--- src/rtl/top_core_pkg.sv ---
// Shared constants and types for the top_core bring-up SoC (SPI loader, accumulator core, GPIO).
package top_core_pkg;

  localparam int          IDX_W            = 5;
  localparam logic [31:0] MEM_BASE_DEFAULT = 32'h0000_0080;

  localparam logic [3:0] OP_SYS  = 4'h0;
  localparam logic [3:0] OP_LDI  = 4'h1;
  localparam logic [3:0] OP_ADDI = 4'h2;
  localparam logic [3:0] OP_OUT  = 4'h3;
  localparam logic [3:0] OP_JMP  = 4'h4;
  localparam logic [3:0] OP_BNZ  = 4'h5;

  localparam logic [31:0] HALT_WORD = 32'h0000_0FFF;

  localparam logic [7:0] CMD_WRITE = 8'h02;
  localparam logic [7:0] CMD_READ  = 8'h03;

  typedef enum logic [2:0] {
    SPI_IDLE,
    SPI_HDR,
    SPI_WDATA,
    SPI_READ,
    SPI_DONE
  } spi_state_e;

  // True when a byte address falls inside the memory window [base, base + 4*words).
  function automatic logic in_window(input logic [31:0] addr, input logic [31:0] base,
                                     input int unsigned words);
    logic [31:0] span;
    span = 32'(words) << 2;
    return (addr >= base) && ((addr - base) < span);
  endfunction

endpackage

--- src/rtl/spi_mem_slave.sv ---
// SPI mode-0 slave clocked by the system clock: oversamples the pins and turns
// 72-bit write frames and 40-bit-header read frames into memory accesses.
module spi_mem_slave
  import top_core_pkg::*;
#(
  parameter int          SYNC_STAGES = 2,
  parameter int unsigned MEM_WORDS   = 32,
  parameter logic [31:0] MEM_BASE    = MEM_BASE_DEFAULT
) (
  input  logic             clk,
  input  logic             rst_n,
  input  logic             sclk,
  input  logic             cs,
  input  logic             sdi,
  output logic             wr_en,
  output logic [IDX_W-1:0] wr_idx,
  output logic [31:0]      wr_data,
  output logic [IDX_W-1:0] rd_idx,
  input  logic [31:0]      rd_data,
  output logic             sdo_bit,
  output spi_state_e       state
);

  logic [SYNC_STAGES-1:0] sclk_sync, cs_sync, sdi_sync;
  logic                   sclk_prev, cs_prev;
  logic                   sclk_s, cs_s, sdi_s;
  logic                   sclk_rise, sclk_fall, cs_fall;
  logic [62:0]            shift_q;
  logic [63:0]            nxt;
  logic [6:0]             bit_cnt;
  logic [31:0]            rd_shift;
  logic [5:0]             rd_left;

  assign sclk_s    = sclk_sync[SYNC_STAGES-1];
  assign cs_s      = cs_sync[SYNC_STAGES-1];
  assign sdi_s     = sdi_sync[SYNC_STAGES-1];
  assign sclk_rise = sclk_s & ~sclk_prev;
  assign sclk_fall = ~sclk_s & sclk_prev;
  assign cs_fall   = ~cs_s & cs_prev;

  // Shift register including the bit arriving on this sclk rise; at bit 40 it
  // holds {cmd, addr}, at bit 72 it holds {addr, data} (cmd has shifted out).
  assign nxt     = {shift_q, sdi_s};
  assign rd_idx  = nxt[6:2];
  assign sdo_bit = rd_shift[31];

  always_ff @(posedge clk or negedge rst_n) begin
    if (!rst_n) begin
      sclk_sync <= '0;
      cs_sync   <= '1;
      sdi_sync  <= '0;
      sclk_prev <= 1'b0;
      cs_prev   <= 1'b1;
    end else begin
      sclk_sync <= {sclk_sync[SYNC_STAGES-2:0], sclk};
      cs_sync   <= {cs_sync[SYNC_STAGES-2:0], cs};
      sdi_sync  <= {sdi_sync[SYNC_STAGES-2:0], sdi};
      sclk_prev <= sclk_s;
      cs_prev   <= cs_s;
    end
  end

  // wr_en is a single-cycle strobe with wr_idx/wr_data valid in the same cycle;
  // the memory always accepts, so there is no ready.
  always_ff @(posedge clk or negedge rst_n) begin
    if (!rst_n) begin
      state    <= SPI_IDLE;
      bit_cnt  <= '0;
      shift_q  <= '0;
      rd_shift <= '0;
      rd_left  <= '0;
      wr_en    <= 1'b0;
      wr_idx   <= '0;
      wr_data  <= '0;
    end else begin
      wr_en <= 1'b0;
      if (cs_fall) begin
        state   <= SPI_HDR;
        bit_cnt <= '0;
        shift_q <= '0;
      end else if (cs_s) begin
        state   <= SPI_IDLE;
        bit_cnt <= '0;
      end else begin
        case (state)
          SPI_HDR: if (sclk_rise) begin
            shift_q <= nxt[62:0];
            bit_cnt <= bit_cnt + 7'd1;
            if (bit_cnt == 7'd39) begin
              if (nxt[39:32] == CMD_WRITE) begin
                state <= SPI_WDATA;
              end else if (nxt[39:32] == CMD_READ) begin
                state    <= SPI_READ;
                rd_shift <= in_window(nxt[31:0], MEM_BASE, MEM_WORDS) ? rd_data : '0;
                rd_left  <= 6'd32;
              end else begin
                state <= SPI_DONE;
              end
            end
          end
          SPI_WDATA: if (sclk_rise) begin
            shift_q <= nxt[62:0];
            bit_cnt <= bit_cnt + 7'd1;
            if (bit_cnt == 7'd71) begin
              wr_en   <= in_window(nxt[63:32], MEM_BASE, MEM_WORDS);
              wr_idx  <= nxt[38:34];
              wr_data <= nxt[31:0];
              state   <= SPI_DONE;
            end
          end
          SPI_READ: if (sclk_fall) begin
            rd_shift <= {rd_shift[30:0], 1'b0};
            rd_left  <= rd_left - 6'd1;
            if (rd_left == 6'd1) state <= SPI_DONE;
          end
          default: ;
        endcase
      end
    end
  end

endmodule

--- src/rtl/top_core.sv ---
// Bring-up SoC top: SPI-loaded 32-word instruction memory, accumulator core and
// a GPIO output register written by the core's OUT instruction.
module top_core
  import top_core_pkg::*;
#(
  parameter int unsigned MEM_WORDS   = 32,
  parameter logic [31:0] MEM_BASE    = MEM_BASE_DEFAULT,
  parameter int          SYNC_STAGES = 2
) (
  input  logic        clk_i,
  input  logic        rst_ni,
  input  logic        fetch_enable_i,
  input  logic        en_ifetch_i,
  input  logic        spi_sclk,
  input  logic        spi_cs,
  input  logic        spi_sdi0,
  input  logic        spi_sdi1,
  input  logic        spi_sdi2,
  input  logic        spi_sdi3,
  output logic [1:0]  spi_mode,
  output logic        spi_sdo0,
  output logic        spi_sdo1,
  output logic        spi_sdo2,
  output logic        spi_sdo3,
  output logic [31:0] gpio_o
);

  logic [31:0]      mem [MEM_WORDS];
  logic             spi_wr_en;
  logic [IDX_W-1:0] spi_wr_idx, spi_rd_idx;
  logic [31:0]      spi_wr_data, spi_rd_data;
  logic             spi_sdo_bit;
  spi_state_e       spi_state;
  logic             unused_quad_lanes;

  logic [IDX_W-1:0] pc;
  logic [31:0]      acc;
  logic             halted;
  logic [31:0]      instr;
  logic [3:0]       op;
  logic [27:0]      imm;
  logic             run;

  assign spi_mode          = 2'b00;
  assign spi_sdo1          = 1'b0;
  assign spi_sdo2          = 1'b0;
  assign spi_sdo3          = 1'b0;
  assign unused_quad_lanes = spi_sdi1 ^ spi_sdi2 ^ spi_sdi3;

  spi_mem_slave #(
    .SYNC_STAGES (SYNC_STAGES),
    .MEM_WORDS   (MEM_WORDS),
    .MEM_BASE    (MEM_BASE)
  ) u_spi (
    .clk     (clk_i),
    .rst_n   (rst_ni),
    .sclk    (spi_sclk),
    .cs      (spi_cs),
    .sdi     (spi_sdi0),
    .wr_en   (spi_wr_en),
    .wr_idx  (spi_wr_idx),
    .wr_data (spi_wr_data),
    .rd_idx  (spi_rd_idx),
    .rd_data (spi_rd_data),
    .sdo_bit (spi_sdo_bit),
    .state   (spi_state)
  );

  assign spi_rd_data = mem[spi_rd_idx];
  // Read data only drives the pin while a read response is being shifted out.
  assign spi_sdo0    = (spi_state == SPI_READ) & spi_sdo_bit;

  // Contents are not reset; a same-cycle write is seen by the fetch one cycle later.
  always_ff @(posedge clk_i) begin
    if (spi_wr_en) mem[spi_wr_idx] <= spi_wr_data;
  end

  assign instr = mem[pc];
  assign op    = instr[31:28];
  assign imm   = instr[27:0];
  assign run   = fetch_enable_i & en_ifetch_i & ~halted;

  always_ff @(posedge clk_i or negedge rst_ni) begin
    if (!rst_ni) begin
      pc     <= '0;
      acc    <= '0;
      halted <= 1'b0;
      gpio_o <= '0;
    end else if (run) begin
      pc <= pc + 1'b1;
      case (op)
        OP_SYS: if (instr == HALT_WORD) begin
          halted <= 1'b1;
          pc     <= pc;
        end
        OP_LDI:  acc    <= {4'b0, imm};
        OP_ADDI: acc    <= acc + {{4{imm[27]}}, imm};
        OP_OUT:  gpio_o <= acc;
        OP_JMP:  pc     <= imm[6:2];
        OP_BNZ:  if (acc != '0) pc <= imm[6:2];
        default: ;
      endcase
    end
  end

endmodule

--- config.mk ---
export PLATFORM = sky130hd
export DESIGN_NAME = top_core
export DESIGN_NICKNAME = d
export VERILOG_FILES = /design/src/rtl/top_core_pkg.sv /design/src/rtl/spi_mem_slave.sv /design/src/rtl/top_core.sv
export SDC_FILE = /design/constraint.sdc
export NUM_CORES = 2
export LEC_CHECK = 0
export CORE_MARGIN = 4
export CORE_UTILIZATION = 55
export DETAILED_ROUTE_END_ITERATION = 7
export PLACE_DENSITY = 0.71
export SYNTH_ARGS = -nofsm -noshare
export SYNTH_HDL_FRONTEND = slang
export SYNTH_SLANG_ARGS = --single-unit
--- constraint.sdc ---
create_clock -name clk_i -period 5.2 [get_ports clk_i]
set_input_delay 0.52 -clock clk_i [delete_from_list [all_inputs] [get_ports clk_i]]
set_output_delay 0.52 -clock clk_i [all_outputs]
set_load 0.005 [all_outputs]
==> out/qor.yml <==
result_of_the_run: "finished, final reports clean"
tns_ps: 0
nFillCells: 7237
cell_family_with_most_cp_delay: "compound AO/OA/AOI/OAI gates"
layout_min_cycle_time_ps: 5000
start_util_pct: 55.6
max-vdd-ir-drop_mv: 0.427
drt_pass1_iterations: 6
critical_path.max_stage_delay_ps: 960
io_buffer_count: 39
via_count_of_the_first_global_routing_pass: 36300
end_kind: "register"
clkLatencyLatePin_ps: 750
floorplan.die_area_sq_mm: 0.112
syn-instance-count: 3306
globalplace.congestion: 0.913
cpMostUsedCell: "buf_4"
finalMaxSlewViolations: 0
cts_tree: "built"
ys_types: 77
timing.final.setup_violations: 0
dp_area_sq_mm: 0.0614
placement_rows: 119
antenna_found_initial: 4
cp_data_arrival_time_ps: 5620
relative_contribution_of_sequential_cells_to_total_power_pct: 38.7
grt_util_all_layers_pct: 31.5
cp.required_ps: 5820
syn2layout_area_growth_pct: 11.9
critical_path_peak_fanout: 13
clock-sinks: 1251
p_int_mw: 19.7
cap_viol_max_count: 0
num_vias: 35700
timing.critical_path.cells: "nor3b_2 -> buf_4 -> a22oi_1 -> nand3_1 -> a221oi_2 -> buf_4 -> fa_1 -> nor2b_1 -> o21a_1 -> o21ai_0 -> buf_4 -> a2111oi_0 -> or4_1 -> a21oi_1 -> buf_4 -> o21ai_0 -> buf_4 -> mux2i_1 -> nand2_1"
design.final.nets: 3469
coreArea_sq_mm: 0.106
first_iter_violations: 5185
detail_route.vias_per_cell: 7.25
total_buffers_and_inverters_traversed_by_the_critical_path: 5
syn_area_per_cell_sq_um: 17.7
dp_worst_slack_ps: 254
grt_pass1_wl_mm: 253
antenna_violating_nets_post_route: 0
timing.clock.skew_ps: 33.6
ys_ff_latch: 1251
post-synth-top-area-fraction_pct: 52.4
root_buffer: "clkbuf_16"
report.final.hold_viol_count: 0
globalRouteOverflowTotal: 0
htreeDepth: 4
total_clock_buffers_created_by_cts: 130
wl_mm: 174
setup_repair_after_global_routing_missed_its_margin: "no"
post_route_cells_drive_above_1_share_pct: 29.1
route.detailed.wl_per_inst_microns: 35.4
cts_clk_pin_slew_worst_paths_ps: 60
synth.top_cells.by_area: "edfxtp_1, mux4_2, dfrtp_1"
power.switching_mw: 9.57
maxSlewHeadroom_pct: 15.7
worst_pin_slew_ps: 1260
timing.critical_path.slowest_stage_cell: "dfrtp_1"
power.share.clock_pct: 31.3
post_synthesis_cell_type_with_the_largest_combined_area: "edfxtp_1"
maximum_number_of_pins_on_one_net_before_global_route_repair: 107
dp_hpwl_mm: 106
die_x_microns: 335
power.leakage_nw: 18.9
timing.reg2reg.setup_slack_ps: 200
synth.yosys.seq_area_share_pct: 62.1
maxClockFrequency_mhz: 200
cts-root-to-sink-buffers: 3
postSynth.topFlopCell: "edfxtp_1"
final_design_area_no_fill_sq_mm: 0.0656
timing.setup.critical_path_class: "reg2reg"
power_per_cell_area_mw_per_mm2: 447
die_y_microns: 335
synth_area_sq_mm: 0.0586
startpoint_type: "register"
postSynth.asyncResetShare_pct: 18.1
drc: 0
final.period_utilization_pct: 96.2
synth_warnings: 0
postLayoutSetupSlackWorst_ps: 198
synth_edf_count: 1024
holdCritPathClass: "in2reg"
power.share.combinational_pct: 30.1
netSwitchingFraction_pct: 32.7
design.portCount: 48
[routing by layer]
layer / wire length, microns / vias to the layer above / track usage [%]
met5: 23 / - / 0
met4: 8620 / 4 / 14.1
met3: 21600 / 482 / 7.92
met2: 82500 / 2570 / 49.5
met1: 61600 / 18600 / 42.4
li1: - / 14000 / -
[cell usage in the layout (no fill, tap or decap), types with 31 or more instances in the layout]
cell             count
buf_4              153
ha_1                37
nand3_1             70
mux4_2             487
a22o_1              88
nor2_4              34
nor2_1              66
mux2_2             105
dfrtp_1            216
clkbuf_1            31
clkbuf_16          135
nand2_1            132
mux2i_1            203
a22oi_1            119
edfxtp_1          1024
o21ai_0             94
clkdlybuf4s50_1     38
a21oi_1             61
[sequential cells by signal, summed over array words and instances (netlist names)]
name	flops
pc	5
u_spi.shift_q	63
mem	1024
u_spi.sclk_prev	1
u_spi.sdi_sync	2
u_spi.rd_shift	32
u_spi.sclk_sync	2
gpio_o	32
u_spi.bit_cnt	7
halted	1
u_spi.rd_left	6
u_spi.cs_prev	1
u_spi.wr_en	1
u_spi.wr_idx	5
acc	32
u_spi.wr_data	32
u_spi.cs_sync	2
u_spi.state	3
[final cells by class]
cell class              count  area [sq um]  share of cell area, %
diodes                      4          10.0                 0.0153
clock buffers             171          3560                   5.43
clock inverters            63           594                  0.906
inverters                  25          93.8                  0.143
multi-input cells        1802         21200                   32.4
flip-flops and latches   1251         36500                   55.6
well taps                1391          1740                   2.65
repair buffers            211          1920                   2.93
[Yosys cell counts (13+ instances only)]
| master | count |
|---|---|
| nor4_1 | 19 |
| edfxtp_1 | 1024 |
| nor2b_1 | 18 |
| nand2_1 | 132 |
| buf_4 | 29 |
| nand3_1 | 70 |
| clkbuf_1 | 123 |
| dfrtp_1 | 224 |
| mux2i_1 | 203 |
| buf_1 | 32 |
| nor2_1 | 103 |
| ha_1 | 37 |
| xnor2_1 | 21 |
| mux2_2 | 105 |
| a22o_1 | 88 |
| mux4_1 | 19 |
| xor2_1 | 13 |
| a21o_1 | 14 |
| mux4_2 | 487 |
| a21oi_1 | 61 |
| nand4_1 | 18 |
| buf_2 | 30 |
| inv_1 | 25 |
| nor3_1 | 25 |
| a22oi_1 | 119 |
| o21ai_0 | 94 |
[timing repair]
item	4_1_cts	5_1_grt
hold buffers	1	0
setup endpoints to repair	0	5
endpoints found under the hold margin	68	0
resized for setup	0	2
setup buffers	0	2
[power groups by stage]
stage                     clock network, mW  registers [mW]  logic [mW]
after floorplan                           0            11.3        5.66
after global placement                    0            11.5        8.48
after detailed placement                  0            11.6        8.59
after CTS                              9.23            11.3        8.65
after global routing                   9.68            11.3        9.34
final                                  9.16            11.3        8.82
[final timing paths]
check                                                to  cells after the start                       start
hold / removal               u_spi.cs_sync[0]$_DFF_PN1_                      1                      spi_cs
hold reg to reg              u_spi.cs_sync[1]$_DFF_PN1_                      0  u_spi.cs_sync[0]$_DFF_PN1_
setup reg to reg                    acc[30]$_DFFE_PN0P_                     19           pc[2]$_DFFE_PN0P_
setup / recovery                    acc[30]$_DFFE_PN0P_                     19           pc[2]$_DFFE_PN0P_
max in group asynchronous  u_spi.shift_q[4]$_DFFE_PN0P_                      3                      rst_ni
min in group asynchronous           acc[12]$_DFFE_PN0P_                      2                      rst_ni
[per-stage QoR]
step	util (%)	hold WS, ps	instances	total power [mW]
6_report	62.2	209	4918	29.3
5_1_grt	62.1	194	4914	30.4
4_1_cts	62.1	171	4912	29.2
3_5_place_dp	58.2	340	4677	20.1
3_3_place_gp	58.2	347	4677	20.0
2_1_floorplan	-	224	3310	17.0
[cell families (layout without fill, tap and decap cells)]
family	Yosys count	after routing	share of synthesized area (%)
XOR/XNOR	34	34	0.508
AND/OR/NAND/NOR	460	460	3.87
multiplexers	815	815	25.1
adder cells (fa/ha/maj)	38	38	0.823
other	1	9	0.00639
AO/OA/AOI/OAI	450	450	5.41
flip-flops	1251	1251	62.1
buffers and inverters	257	470	2.20
[worst register-to-register path: cells and delay by family, from the launching register on]
family                     cells  cell delay [ps]
muxes                          1              180
DFF                            1              960
and+or+nand+nor                5              950
AOI/OAI and AO/OA              7             1370
buffers and inverters          5             1020
adders and majority gates      1              400
Power figures use the tool's default switching activity.
